### src/rtl/cvmcu_cpi_rx_packer_if.sv
// ---------------------------------------------------------------------------
// cvmcu_cpi_rx_packer_if
// Output word stream of the CPI receive packer.
//   data_o  : packed 32-bit pixel word (producer -> consumer)
//   valid_o : data_o/sof_o valid (producer -> consumer)
//   sof_o   : word is the first of a frame (producer -> consumer)
//   ready_i : consumer accepts the word when valid_o && ready_i
// master = packer side, slave = consumer side.
// ---------------------------------------------------------------------------
interface cvmcu_cpi_rx_packer_if;
  logic [31:0] data_o;
  logic        valid_o;
  logic        sof_o;
  logic        ready_i;

  modport master (
    output data_o,
    output valid_o,
    output sof_o,
    input  ready_i
  );

  modport slave (
    input  data_o,
    input  valid_o,
    input  sof_o,
    output ready_i
  );
endinterface

### src/rtl/cvmcu_cpi_rx_packer.sv
// ---------------------------------------------------------------------------
// cvmcu_cpi_rx_packer
// Captures pixels from a Camera Parallel Interface, packs them little-endian
// into 32-bit words and queues the words in a small FIFO for a ready/valid
// consumer. Also counts lines per frame and completed frames.
//
// Ports:
//   clk_i        sole clock, rising edge
//   rst_i        asynchronous active-high reset
//   en_i         capture enable; low forces IDLE and drops the partial word
//   clr_i        one-cycle pulse, clears ovf_o and frame_cnt_o
//   cam_data_i   pixel data (DATA_WIDTH bits, 8 or 16)
//   cam_hsync_i  high = pixel valid / line active
//   cam_vsync_i  high = frame active
//   out_if       word stream (data_o, valid_o, sof_o, ready_i)
//   line_cnt_o   completed lines in the current frame, saturating
//   frame_cnt_o  completed frames, wrapping
//   ovf_o        sticky FIFO overflow flag
//
// FSM
//   state      | meaning
//   -----------+-----------------------------------------------------------
//   ST_IDLE    | capture disabled, packer cleared
//   ST_WAIT    | enabled, waiting for a vsync rising edge to start a frame
//   ST_FRAME   | inside a frame, capturing pixels while hsync is high
// ---------------------------------------------------------------------------
module cvmcu_cpi_rx_packer #(
  parameter int DATA_WIDTH = 8,
  parameter int FIFO_DEPTH = 4
) (
  input  logic                  clk_i,
  input  logic                  rst_i,
  input  logic                  en_i,
  input  logic                  clr_i,
  input  logic [DATA_WIDTH-1:0] cam_data_i,
  input  logic                  cam_hsync_i,
  input  logic                  cam_vsync_i,
  cvmcu_cpi_rx_packer_if.master out_if,
  output logic [15:0]           line_cnt_o,
  output logic [15:0]           frame_cnt_o,
  output logic                  ovf_o
);

  // Parameter legality
  if (!(DATA_WIDTH == 8 || DATA_WIDTH == 16)) begin : g_bad_data_width
    $error("cvmcu_cpi_rx_packer: DATA_WIDTH must be 8 or 16");
  end
  if (FIFO_DEPTH < 2 || FIFO_DEPTH > 16 ||
      (FIFO_DEPTH & (FIFO_DEPTH - 1)) != 0) begin : g_bad_fifo_depth
    $error("cvmcu_cpi_rx_packer: FIFO_DEPTH must be a power of two in 2..16");
  end

  localparam int          PIX_PER_WORD = 32 / DATA_WIDTH;
  localparam logic [1:0]  LAST_IDX     = 2'(PIX_PER_WORD - 1);
  localparam int          PTR_W        = $clog2(FIFO_DEPTH);
  localparam logic [PTR_W:0] PTR_ONE   = 1;

  localparam logic [1:0] ST_IDLE  = 2'd0;
  localparam logic [1:0] ST_WAIT  = 2'd1;
  localparam logic [1:0] ST_FRAME = 2'd2;

  // -------------------------------------------------------------------------
  // Input stage S0 and its delayed copy for edge detection
  // -------------------------------------------------------------------------
  logic [DATA_WIDTH-1:0] data_s0_q;
  logic                  hs_s0_q, vs_s0_q;
  logic                  hs_s1_q, vs_s1_q;

  always_ff @(posedge clk_i or posedge rst_i) begin
    if (rst_i) begin
      data_s0_q <= '0;
      hs_s0_q   <= 1'b0;
      vs_s0_q   <= 1'b0;
      hs_s1_q   <= 1'b0;
      vs_s1_q   <= 1'b0;
    end else begin
      data_s0_q <= cam_data_i;
      hs_s0_q   <= cam_hsync_i;
      vs_s0_q   <= cam_vsync_i;
      hs_s1_q   <= hs_s0_q;
      vs_s1_q   <= vs_s0_q;
    end
  end

  logic vs_rise, vs_fall, hs_fall;
  assign vs_rise = vs_s0_q & ~vs_s1_q;
  assign vs_fall = ~vs_s0_q & vs_s1_q;
  assign hs_fall = ~hs_s0_q & hs_s1_q;

  // -------------------------------------------------------------------------
  // Packer datapath
  // -------------------------------------------------------------------------
  logic [1:0]  state_q;
  logic [1:0]  idx_q;
  logic [31:0] pack_q;
  logic        sof_pend_q;

  logic        in_frame;
  logic        cap;
  logic        flush;
  logic [31:0] pack_next;
  logic        wr_en;
  logic [32:0] wr_word;

  always_comb begin
    in_frame  = (state_q == ST_FRAME) && en_i;
    cap       = in_frame && hs_s0_q;
    flush     = in_frame && (hs_fall || vs_fall);
    pack_next = pack_q;
    if (cap) begin
      pack_next = pack_q | (32'(data_s0_q) << (DATA_WIDTH * idx_q));
    end
    // A flush on vsync fall may coincide with a captured pixel (hsync still
    // high), so the word is non-empty if either pixels were pending or one
    // arrives this cycle.
    wr_en   = (cap && (idx_q == LAST_IDX)) ||
              (flush && (cap || (idx_q != 2'd0)));
    wr_word = {sof_pend_q, pack_next};
  end

  // -------------------------------------------------------------------------
  // FSM, packer state and line counter
  // -------------------------------------------------------------------------
  always_ff @(posedge clk_i or posedge rst_i) begin
    if (rst_i) begin
      state_q    <= ST_IDLE;
      idx_q      <= 2'd0;
      pack_q     <= '0;
      sof_pend_q <= 1'b0;
      line_cnt_o <= '0;
    end else if (!en_i) begin
      state_q <= ST_IDLE;
      idx_q   <= 2'd0;
      pack_q  <= '0;
    end else begin
      case (state_q)
        ST_IDLE: begin
          state_q <= ST_WAIT;
        end
        ST_WAIT: begin
          if (vs_rise) begin
            state_q    <= ST_FRAME;
            idx_q      <= 2'd0;
            pack_q     <= '0;
            sof_pend_q <= 1'b1;
            line_cnt_o <= '0;
          end
        end
        ST_FRAME: begin
          if (wr_en) begin
            idx_q      <= 2'd0;
            pack_q     <= '0;
            sof_pend_q <= 1'b0;
          end else if (cap) begin
            idx_q  <= idx_q + 2'd1;
            pack_q <= pack_next;
          end
          if (hs_fall && (line_cnt_o != 16'hFFFF)) begin
            line_cnt_o <= line_cnt_o + 16'd1;
          end
          if (vs_fall) begin
            state_q <= ST_WAIT;
          end
        end
        default: begin
          state_q <= ST_IDLE;
        end
      endcase
    end
  end

  // -------------------------------------------------------------------------
  // Output FIFO (no bypass: a word written this cycle is visible next cycle)
  // -------------------------------------------------------------------------
  logic [32:0]    mem_q [FIFO_DEPTH];
  logic [PTR_W:0] wr_ptr_q, rd_ptr_q;
  logic           empty, full, pop, push;

  assign empty = (wr_ptr_q == rd_ptr_q);
  assign full  = (wr_ptr_q[PTR_W] != rd_ptr_q[PTR_W]) &&
                 (wr_ptr_q[PTR_W-1:0] == rd_ptr_q[PTR_W-1:0]);
  assign pop   = !empty && out_if.ready_i;
  // When full, a simultaneous pop frees the head slot, which is exactly the
  // slot the write pointer addresses.
  assign push  = wr_en && (!full || pop);

  always_ff @(posedge clk_i or posedge rst_i) begin
    if (rst_i) begin
      wr_ptr_q <= '0;
      rd_ptr_q <= '0;
    end else begin
      if (push) wr_ptr_q <= wr_ptr_q + PTR_ONE;
      if (pop)  rd_ptr_q <= rd_ptr_q + PTR_ONE;
    end
  end

  always_ff @(posedge clk_i) begin
    if (push) begin
      mem_q[wr_ptr_q[PTR_W-1:0]] <= wr_word;
    end
  end

  logic [32:0] head;
  assign head = mem_q[rd_ptr_q[PTR_W-1:0]];

  // Gated so outputs read zero whenever nothing is queued, including reset.
  assign out_if.valid_o = !empty;
  assign out_if.data_o  = empty ? 32'd0 : head[31:0];
  assign out_if.sof_o   = empty ? 1'b0 : head[32];

  // -------------------------------------------------------------------------
  // Frame counter and sticky overflow; clear wins over set/increment
  // -------------------------------------------------------------------------
  always_ff @(posedge clk_i or posedge rst_i) begin
    if (rst_i) begin
      frame_cnt_o <= '0;
      ovf_o       <= 1'b0;
    end else begin
      if (clr_i) begin
        frame_cnt_o <= '0;
      end else if (in_frame && vs_fall) begin
        frame_cnt_o <= frame_cnt_o + 16'd1;
      end
      if (clr_i) begin
        ovf_o <= 1'b0;
      end else if (wr_en && full && !pop) begin
        ovf_o <= 1'b1;
      end
    end
  end

endmodule

### src/flat_wrapper.sv
// flat-port wrapper written by rule: the top's interface ports become plain ports
module cvmcu_cpi_rx_packer_flat 
#(
  parameter int DATA_WIDTH = 8,
  parameter int FIFO_DEPTH = 4
)
  (clk_i, rst_i, en_i, clr_i, cam_data_i, cam_hsync_i, cam_vsync_i, line_cnt_o, frame_cnt_o, ovf_o, out_if_data_o, out_if_valid_o, out_if_sof_o, out_if_ready_i);
  cvmcu_cpi_rx_packer_if out_if_i ();
  input  logic clk_i;
  input  logic rst_i;
  input  logic en_i;
  input  logic clr_i;
  input  logic [DATA_WIDTH-1:0] cam_data_i;
  input  logic cam_hsync_i;
  input  logic cam_vsync_i;
  output logic [15:0] line_cnt_o;
  output logic [15:0] frame_cnt_o;
  output logic ovf_o;
  output wire logic [$bits(out_if_i.data_o)-1:0] out_if_data_o;
  output wire logic [$bits(out_if_i.valid_o)-1:0] out_if_valid_o;
  output wire logic [$bits(out_if_i.sof_o)-1:0] out_if_sof_o;
  input wire logic [$bits(out_if_i.ready_i)-1:0] out_if_ready_i;
  assign out_if_data_o = out_if_i.data_o;
  assign out_if_valid_o = out_if_i.valid_o;
  assign out_if_sof_o = out_if_i.sof_o;
  assign out_if_i.ready_i = out_if_ready_i;
  cvmcu_cpi_rx_packer #(.DATA_WIDTH(DATA_WIDTH), .FIFO_DEPTH(FIFO_DEPTH)) u_core (.clk_i(clk_i), .rst_i(rst_i), .en_i(en_i), .clr_i(clr_i), .cam_data_i(cam_data_i), .cam_hsync_i(cam_hsync_i), .cam_vsync_i(cam_vsync_i), .out_if(out_if_i), .line_cnt_o(line_cnt_o), .frame_cnt_o(frame_cnt_o), .ovf_o(ovf_o));
endmodule
### config.mk
export PLATFORM = sky130hd
export DESIGN_NAME = cvmcu_cpi_rx_packer_flat
export DESIGN_NICKNAME = d
export VERILOG_FILES = /design/src/rtl/cvmcu_cpi_rx_packer_if.sv /design/src/rtl/cvmcu_cpi_rx_packer.sv /design/src/flat_wrapper.sv
export SDC_FILE = /design/constraint.sdc
export NUM_CORES = 1
export LEC_CHECK = 0
export CAP_MARGIN = 20
export CELL_PAD_IN_SITES_DETAIL_PLACEMENT = 0
export CELL_PAD_IN_SITES_GLOBAL_PLACEMENT = 2
export CORE_ASPECT_RATIO = 1.4
export CORE_MARGIN = 3
export CORE_UTILIZATION = 45
export CTS_CLUSTER_DIAMETER = 30
export CTS_CLUSTER_SIZE = 8
export DETAILED_ROUTE_END_ITERATION = 6
export GPL_ROUTABILITY_DRIVEN = 0
export GPL_TIMING_DRIVEN = 1
export PLACE_DENSITY = 0.9
export SYNTH_ARGS = -nofsm -noshare
export SYNTH_HDL_FRONTEND = slang
export SYNTH_SLANG_ARGS = --single-unit
### constraint.sdc
create_clock -name clk_i -period 4.5 [get_ports clk_i]
set_input_delay 0.675 -clock clk_i [delete_from_list [all_inputs] [get_ports clk_i]]
set_output_delay 0.675 -clock clk_i [all_outputs]
set_load 0.1 [all_outputs]
### Word level (Yosys, flattened, before mapping)

Memories as Yosys holds them, arrays and structs flattened.
Cells that the tools add are included.

* output and inout bits: 67
* register bits after elaboration: 88
* RAM bits: 132
* memories: 1
* logic and storage cells: 99

* mux-type cells: 29
* reduce and logical (&&, ||, !) cells: 28
* bitwise logic cells: 7
* equality and inequality tests: 14
* $add $sub $neg: 5
* shift-type cells: 1

Memory list
* u_core.mem_q: words 4, bits a word 33, read ports 1, clocked after memory_dff 0, wr ports 1, RTL line cvmcu_cpi_rx_packer.sv:175 `logic [32:0] mem_q [FIFO_DEPTH];`

Operators by type and width (count)
* $mux 32: 6
* $mux 16: 4
* $pmux 32 s2: 1
* $add 16x1->16 const B: 2
* $or 32x32->32: 1
* $pmux 16 s2: 1
* $shl 8x5->32: 1
* $ne 16x16->1 const B: 1
* $mux 2: 7
* $logic_and 1x1->1: 12
* $reduce_and 4->1: 2
* $reduce_bool 2->1: 4
* $mux 1: 7
* $add 3x1->3 const B: 2
* $ne 3x2->1 const B: 2
* $pmux 2 s3: 1
* $eq 2x2->1 const B: 2
* $logic_or 1x1->1: 4
* $ne 2x1->1 const B: 2
* $ne 4x2->1 const B: 1
* $pmux 2 s2: 1
* $and 1x1->1: 3
* $eq 3x3->1: 1
* $logic_not 1->1: 3
* 11 further kinds: 13

### Logic depth before layout (Yosys ltp)

* depth after elaboration: 10
* gate-level depth with buffers: 8
* depth with buffers taken out: 7

### Least setup slack after synthesis

No wires, ideal clock.

* path kind: register to output
* from: register u_core.rd_ptr_q[0]
* to: output out_if_data_o[22]
* path buffers: 2
* path slack: 1.046 ns
* arrival time: 2.779 ns
* stages on the path, launching flop included: 7
* cell sequence: dfrtp_1 -> buf_2 -> xor2_1 -> nor2_1 -> nand2_1 -> clkbuf_1 -> and2_1

* longest elaborated chain between the ends: 2

Ends and longest elaborated chain
* start, declared: RTL line cvmcu_cpi_rx_packer.sv:176 `logic [PTR_W:0] wr_ptr_q, rd_ptr_q;`
* start signal, assigned: RTL line cvmcu_cpi_rx_packer.sv:193 `if (pop) rd_ptr_q <= rd_ptr_q + PTR_ONE;`
* $mem_v2 4x33 or $eq 3x3->1 (tied branches)
* $mux 32 (*): RTL line cvmcu_cpi_rx_packer.sv:208 `assign out_if.data_o = empty ? 32'd0 : head[31:0];`
* end, declared: RTL line flat_wrapper.sv:19 `output wire logic [$bits(out_if_i.data_o)-1:0] out_if_data_o;`

Mark *: on every way between the ends. The rest lies on a longest branch, timed or not.

### Worst setup path after layout

* from: register u_core.rd_ptr_q[0]
* to: output out_if_data_o[15]

The elaborated chain is that of the path after synthesis.

==> impl_metrics.csv <==
group,metric,value,unit
synthesis,synth_top_family_by_area,"compound AO/OA/AOI/OAI gates",
synthesis,synth_edf_count,132,
synthesis,ys_seq_elements,220,
die,core,0.02056,mm²
global_route,grt_pass1_vias,6134,
die,start_util,45.82,%
synthesis,syn_avg_cell_area,14.49,µm²
setup_path,reg2reg_from,"u_core.idx_q[0]$_DFFE_PP0P_",
clocking,path_clk_slew,0.05,ns
setup_path,critical_path_class,"register to primary output",
global_route,grt.total_usage,17.89,%
job,cap_viol_max_count,0,
power,p_per_area,736.3,mW/mm²
drt,drt_wl_total,19.77,mm
timing,min_period_over_period,70.37,%
drt,route.antenna.remaining_nets,0,
timing,finalHoldViolations,0,
timing,fin_skew,0.02159,ns
drt,drt-initial-drc-count,379,
cells_and_area,nets,771,
timing,finalSetupViolations,0,
synthesis,synth_mux_area_share,8.328,%
timing,fin_crit,3.166,ns
cells_and_area,diodes,0,
power,power.total,8538,µW
drt,vias_per_cell,5.664,
setup_path,startpoint_type,"register",
clocking,cts_resized,0,
setup_path,rr_endpoint,"u_core.pack_q[14]$_DFFE_PP0P_",
power,p_leak,0.004505,µW
synthesis,syn_area,0.009420,mm²
power,netSwitchingFraction,43.90,%
die,die_w,128.3,µm
cells_and_area,areaGrowthSynthToFinish,23.08,%
cells_and_area,layout_common_cells,"132 x edfxtp_1, 87 x dfrtp_1, 53 x nor2_1, 49 x buf_4, 47 x clkdlybuf4s50_1",
clocking,root_buffer,"clkbuf_16",
power,ir_drop,0.5367,mV
setup_path,ff2ff_setup_slack,1.76,ns
synthesis,syn_inst,650,
synthesis,synthSimpleGateAreaFrac,9.563,%
timing,fmax,315.8,MHz
timing,slew_viol_final,0,
clocking,cts_buffer_depth,3,
synthesis,dominantRegCellSynth,"edfxtp_1",
clocking,cts_max_level,2,
die,fp-row-count,62,
cells_and_area,drive_above_1_share,19.15,%
cells_and_area,layout_commonest_cell,"edfxtp_1",
clocking,clk_latency,0.50,ns
global_route,antenna_found_initial,0,
clocking,numCtsBuffers,38,
placement,portBuffers,81,
power,power_frac_clock,30.8,%
synthesis,seq_area_frac_synth,65.45,%
synthesis,synthesis.nets,678,
drt,firstDrtPassIters,5,
placement,dp_hpwl,12.28,mm
synthesis,synth_warnings,0,
clocking,postCtsSetupBuffers,0,
power,seq_power_share,26.6,%
drt,drc,0,
power,internal-power,4790,µW
outcome,status,"finished clean",
setup_path,arrival,2.49,ns
die,boundaryPins,82,
setup_path,crit_end,"out_if_data_o[15]",
power,combPwrFrac,42.6,%
timing,setup-tns-final,0,ns
power,p_switching,3748,µW
global_route,gr-total-overflow,0,
clocking,tritoncts,"yes",
timing,tightest_slew,1.093,ns
min_path,min-delay-path-class,"primary input to async pin",
synthesis,synthAdderAreaFrac,1.727,%
synthesis,yosysUniqueCellTypes,54,
setup_path,required,3.83,ns
setup_path,endpoint_kind,"primary output",
die,die_area,0.02273,mm²
drt,routedWlPerCell,19.21,µm
clocking,cts_hold_buf,0,
setup_path,startpoint,"u_core.rd_ptr_q[0]$_DFFE_PP0P_",
synthesis,synth_compound_area_share,10.32,%
synthesis,async_flop_share,40.00,%
setup_path,cp_max_fo,35,
timing,relSlewSlack,27.12,%
drt,vias,5828,
die,die_h,177.2,µm
synthesis,synth_xor_area_share,1.859,%
timing,rsz0062_at_grt,"no",
setup_path,r2r_cells,6,
clocking,numClockSinks,220,
global_route,grt_max_degree,57,
global_route,grt_pass1_wl,32.79,mm
[worst min-delay path by stage]
stage	from	cells after the start	slack, ns	endpoint
finish	rst_i	2	0.36	u_core.rd_ptr_q[1]$_DFFE_PP0P_
global route	rst_i	2	0.39	u_core.rd_ptr_q[1]$_DFFE_PP0P_
CTS	rst_i	2	0.36	u_core.rd_ptr_q[1]$_DFFE_PP0P_
detailed placement	u_core.vs_s0_q$_DFF_PP0_	0	0.42	u_core.vs_s1_q$_DFF_PP0_
global placement	u_core.vs_s0_q$_DFF_PP0_	0	0.41	u_core.vs_s1_q$_DFF_PP0_
floorplan	u_core.hs_s0_q$_DFF_PP0_	0	0.39	u_core.hs_s1_q$_DFF_PP0_
[cell type report]
cell class,instances,area [µm²]
clock buffer,60,1095
tap,256,320.3
timing repair buffer,96,838.3
clock inverter,10,103.9
sequential,220,6167
fill,1604,8962
inverter,18,68.82
multi-input combinational,369,3002
[synth_stat cells (3+ instances only)]
| cell type | n | area (µm²) |
|---|---|---|
| edfxtp_1 | 132 | 3964 |
| dfrtp_1 | 88 | 2202 |
| nor2_1 | 53 | 198.9 |
| and2_1 | 37 | 231.5 |
| a21o_1 | 36 | 270.3 |
| mux4_2 | 33 | 743.2 |
| a41oi_1 | 31 | 271.5 |
| buf_2 | 18 | 90.09 |
| inv_1 | 18 | 67.56 |
| nand2_1 | 18 | 67.56 |
| o21ai_0 | 18 | 90.09 |
| clkbuf_1 | 17 | 63.81 |
| xnor2_1 | 14 | 122.6 |
| ha_1 | 13 | 162.7 |
| nand3_1 | 13 | 65.06 |
| nor3_1 | 13 | 65.06 |
| a31oi_1 | 11 | 68.82 |
| nand4_1 | 8 | 50.05 |
| a21oi_1 | 7 | 35.03 |
| buf_1 | 7 | 26.28 |
| nor4_1 | 7 | 43.79 |
| xor2_1 | 6 | 52.55 |
| or3_1 | 5 | 31.28 |
| and3_1 | 4 | 25.02 |
| mux2i_1 | 3 | 30.03 |
| o211ai_1 | 3 | 22.52 |
| o31ai_1 | 3 | 22.52 |
[cell families (layout without fill, tap and decap cells)]
family,after synthesis,in the layout
XOR/XNOR,20,20
multiplexers,37,37
buffers and inverters,61,184
AND/OR/NAND/NOR,172,172
flip-flops,220,220
adder cells (fa/ha/maj),13,13
AO/OA/AOI/OAI,127,127
[flip-flops by register name, summed over array words and instances, names as in the netlist]
signal	count
u_core.hs_s0_q	1
u_core.data_s0_q	8
u_core.line_cnt_o	16
u_core.ovf_o	1
u_core.idx_q	2
u_core.vs_s1_q	1
u_core.vs_s0_q	1
u_core.sof_pend_q	1
u_core.state_q	2
u_core.pack_q	32
u_core.rd_ptr_q	3
u_core.wr_ptr_q	3
u_core.hs_s1_q	1
u_core.frame_cnt_o	16
u_core.mem_q	132
[layer usage]
| metal | up-vias | wire length (µm) | global-route usage [%] |
|---|---|---|---|
| met3 | 35 | 907 | 2.597 |
| met1 | 2946 | 8073 | 23.39 |
| li1 | 2682 | - | - |
| met4 | 0 | 399 | 5.929 |
| met5 | - | 0 | 0 |
| met2 | 165 | 10390 | 30.67 |
[power groups by stage]
stage	clock network [µW]	registers [µW]	logic, µW
after detailed placement	0	2300	3670
after CTS	2680	2270	3690
final	2630	2270	3640
after floorplan	0	2290	3000
after global placement	0	2300	3650
after global routing	2790	2270	3810
[worst max-delay path, stage by stage, from the launching register on]
cell and delay (ns):
dfrtp_2 0.36, buf_4 0.54, mux4_2 0.64, and2_1 0.18, buf_4 0.23
[metrics by stage]
stage | cells | instance area (µm²) | setup slack (ns) | util, % | hold slack, ns
final | 1029 | 11590 | 1.334 | 56.40 | 0.3610
after global routing | 1029 | 11590 | 1.089 | 56.40 | 0.3872
after CTS | 1029 | 11590 | 1.254 | 56.40 | 0.3555
after detailed placement | 959 | 10400 | 1.598 | 50.57 | 0.4164
after global placement | 959 | 10400 | 1.617 | 50.57 | 0.4105
after floorplan | 650 | 9420 | 1.046 | - | 0.3866
Note: power is estimated with default switching activity, not from simulation.
